`src/rtl/therm_pkg.sv`:
```
// Shared constants, types and helpers for the flash ADC thermometer encoder.
package therm_pkg;

   localparam int B_W = 4;
   localparam int N_Y = 2**B_W - 1;

   typedef logic [B_W-1:0] code_t;
   typedef logic [N_Y-1:0] therm_t;

   function automatic logic maj3(input logic a, input logic m, input logic c);
      return (a & m) | (a & c) | (m & c);
   endfunction

endpackage

```
`src/rtl/therm_popcount.sv`:
```
// Combinational population count: N_Y = 2**B_W-1 input bits to a B_W-bit count.
module therm_popcount
   import therm_pkg::*;
#(
   parameter  int B_W_P = B_W,
   localparam int N_Y_P = 2**B_W_P - 1
)(
   input  logic [N_Y_P-1:0] y,
   output logic [B_W_P-1:0] cnt
);

   // The maximum count N_Y_P fits B_W_P bits exactly, so the sum never wraps.
   always_comb begin
      // NOTE: assign a default before the loop so no path leaves cnt unassigned (no latch).
      cnt = '0;
      for (int i = 0; i < N_Y_P; i++) begin
         cnt = cnt + B_W_P'(y[i]);
      end
   end

endmodule

```
`src/rtl/therm_encoder.sv`:
```
// Thermometer-to-binary encoder with one output register.
// Optional bubble correction is enabled by defining THERM_BUBBLE_CORRECT_EN.
module therm_encoder
   import therm_pkg::*;
#(
   parameter  int B_W_P = B_W,
   localparam int N_Y_P = 2**B_W_P - 1
)(
   input  logic             clk,
   input  logic             rst,
   input  logic [N_Y_P-1:0] Y,
   output logic [B_W_P-1:0] b
);

   logic [N_Y_P-1:0] yc;
   logic [B_W_P-1:0] cnt;

`ifdef THERM_BUBBLE_CORRECT_EN
   // Pad with 0 below the LSB and 1 above the MSB so valid codes pass unchanged.
   logic [N_Y_P+1:0] y_ext;
   assign y_ext = {1'b1, Y, 1'b0};

   always_comb begin
      yc = '0;
      for (int i = 0; i < N_Y_P; i++) begin
         yc[i] = maj3(y_ext[i], y_ext[i+1], y_ext[i+2]);
      end
   end
`else
   assign yc = Y;
`endif

   therm_popcount #(.B_W_P(B_W_P)) u_popcount (
      .y   (yc),
      .cnt (cnt)
   );

   always_ff @(posedge clk or negedge rst) begin
      // NOTE: sequential state uses non-blocking assignment to avoid ordering races.
      if (!rst) b <= '0;
      else      b <= cnt;
   end

endmodule

```
`config.mk`:
```
export PLATFORM = sky130hd
export DESIGN_NAME = therm_encoder
export DESIGN_NICKNAME = d
export VERILOG_FILES = /design/src/rtl/therm_pkg.sv /design/src/rtl/therm_popcount.sv /design/src/rtl/therm_encoder.sv
export SDC_FILE = /design/constraint.sdc
export NUM_CORES = 1
export LEC_CHECK = 0
export CORE_AREA = 2 2 39 41
export CTS_CLUSTER_DIAMETER = 200
export CTS_CLUSTER_SIZE = 28
export DETAILED_ROUTE_END_ITERATION = 6
export DIE_AREA = 0 0 41 43
export MAX_ROUTING_LAYER = met4
export PLACE_DENSITY = 0.66
export RECOVER_POWER = 50
export SLEW_MARGIN = 10
export SYNTH_ARGS = -nofsm -noshare
export SYNTH_HDL_FRONTEND = slang
export SYNTH_HIERARCHICAL = 1
export SYNTH_SLANG_ARGS = --single-unit
```
`constraint.sdc`:
```
create_clock -name clk -period 0.97 [get_ports clk]
set_input_delay 0.2425 -clock clk [delete_from_list [all_inputs] [get_ports clk]]
set_output_delay 0.2425 -clock clk [all_outputs]
set_load 0.02 [all_outputs]
```
==> metrics.txt <==
startpoint class of the critical path input pin; vias in the first global route 309; largest cells by area after synthesis fa_1 47%, dfrtp_1 24%, inv_1 18%, ha_1 5.9%, xnor2_1 2.1%; DP Wirelength about 600 µm; most crowded layer after global routing met2; first-pass GRT wire length 1.04 mm; Min Hold Slack around 0.28 ns; Largest stage delay, worst path approximately 0.54 ns; PnR worst setup slack -2.18 ns; worst-path fanout max 2; Mapped Nets 69; core box area 1380 µm²; Req. time, crit path 1.10 ns; flip-flop count of the largest register after layout 4; Pwr Density around 2200 nW/µm²; I/O Pins 21; ratio of cells with drive above 1 in the final layout 0.313; # DRC 0; fmax 318 MHz; initial core utilization 0.306; Netlist Area Pre-Place around 420 µm²; CTS max path bufs 2; maxcap violations 0; met3 global-route usage 0.0314; Via density 3.94; TritonCTS Buffers 3; syn_area_per_cell 10.6 µm²; critical path endpoint category flop; area delta synth->final 56.8%; critical path type input pin to flop; Yosys top cell by area fa_1; clock sink count 4; Die Area 1760 µm²; register area share after synthesis 0.237; clock root cell clkbuf_4; Worst path slowest cell fa_1; max-slew violation count 0; Clk pin slew, worst setup/hold paths 0.04 ns; Layout Nets between 90 and 100; met2 global-route usage 0.153; total chip power roughly 0.0015 W; top-area cell type share of the netlist area 0.473; Tmin final 3.15 ns; CP dominant cell by count fa_1; DRT antenna net count 0; Cells after Synth 40; Die Wd 41 µm; RSZ-0062 raised after global routing true; Die Height 43 µm; status complete, but fails checks; CTS tree yes; CTS H-tree depth 1; Largest Register b; Pre-antenna DRT Iters 1; crit path DAT 3.28 ns; Relative slew margins 0.869; Synth cell types 8; DR WL/cell 7.94 µm; violated checks setup timing; endpoints failing setup 6; cell chain of the critical path buf_6 > fa_1 > inv_2 > fa_1 > fa_1 > fa_1 > fa_2 > fa_2 > inv_1; cts hold-fix bufs 0; placed instance area 646 µm²; Final Cycle Share 3.24; Lkg Pwr ~0.35 nW; #FFs+latches synth 4; drt total wl 635 µm; Syn. warnings 6; worst path bufs/invs 3; routability cong. 0.626; Rows 14; Initial DRC Count 0; Total Routing Usage GR 0.0961; Port Buffers 20; CP top delay family adder cells; post-route cell area approximately 660 µm²; global route overflow 0; Hold Fails Final Rpt 0; maximum number of pins on one net before global-route repair 5; Hold Path Class input pin to asynchronous set/reset pin; top flop regs b (4); Antenna Cells 0; VDD IR-drop max 0.00107 V; Worst Max-Slew Pin Slew 0.196 ns; initial antenna violation count 0; DR vias 315; GRT met1 Usage 0.0845
Yosys cell counts:
cell	n
inv_1	20
ha_1	2
dfrtp_1	4
nand2_1	1
o21ai_1	1
fa_1	10
a21oi_1	1
xnor2_1	1
report_power, final:
| part | leakage (nW) | switching [W] | internal (W) |
|---|---|---|---|
| Clock | 0.0138 | 0.0000710 | 0.000139 |
| Combinational | 0.293 | 0.000461 | 0.000506 |
| Sequential | 0.0470 | 0.0000369 | 0.000263 |
| Total | 0.354 | 0.000569 | 0.000908 |
stage by stage:
stage / util / std cells / setup TNS [ns] / worst slack [ns]
after CTS: 0.483 / 80 / -8.11 / -2.20
after global placement: 0.467 / 76 / -11.02 / -2.81
after detailed placement: 0.467 / 76 / -11.18 / -2.84
after floorplan: - / 40 / -8.25 / -2.28
after global routing: 0.479 / 80 / -8.30 / -2.24
final: 0.479 / 80 / -7.96 / -2.18
cell type report:
class,instances,area (µm²)
fillers,131,721
flip-flops and latches,4,100
inverters,20,75.1
well taps,16,20.0
multi-input cells,16,256
clock buffers,3,22.5
repair buffers,21,189
worst paths after layout:
kind / from / slack [ns] / depth (start not counted) / end
min in group clk: Y[4] / 0.74 / 4 / b[0]
hold / removal: rst / 0.28 / 1 / b[1]
max in group asynchronous: rst / 0.51 / 1 / b[3]
setup / recovery: Y[9] / -2.18 / 9 / b[1]
logic make-up (layout without fill, tap and decap cells):
kind of cell / Yosys count / after routing / synth area share
compound gates: 2 / 2 / 0.0236
xor+xnor: 1 / 1 / 0.0207
fa+ha+maj: 12 / 12 / 0.533
buf+inv: 20 / 44 / 0.178
flops: 4 / 4 / 0.237
simple gates: 1 / 1 / 0.00887
timing repair:
item / 4_1_cts / 5_1_grt
pin swaps: 7 / 2
buffers inserted: 1 / 0
setup endpoints to repair: 8 / 8
resized for setup: 46 / 3
placed cells by master (no fill, tap or decap), drive strengths merged:
cell and instances:
xnor2 1, clkdlybuf4s50 9, dfrtp 4, ha 2, nand2 1, dlygate4sd3 1, o21ai 1, a21oi 1
clkbuf 4, buf 10, fa 10, inv 20
metal layers:
layer	wire, µm	up-vias	part of all wire
li1	-	152	-
met1	204	144	0.32
met2	343	17	0.54
met3	70	2	0.11
met4	17	0	0.027
met5	0	-	0
No activity file was read; power rests on OpenSTA's default activity.
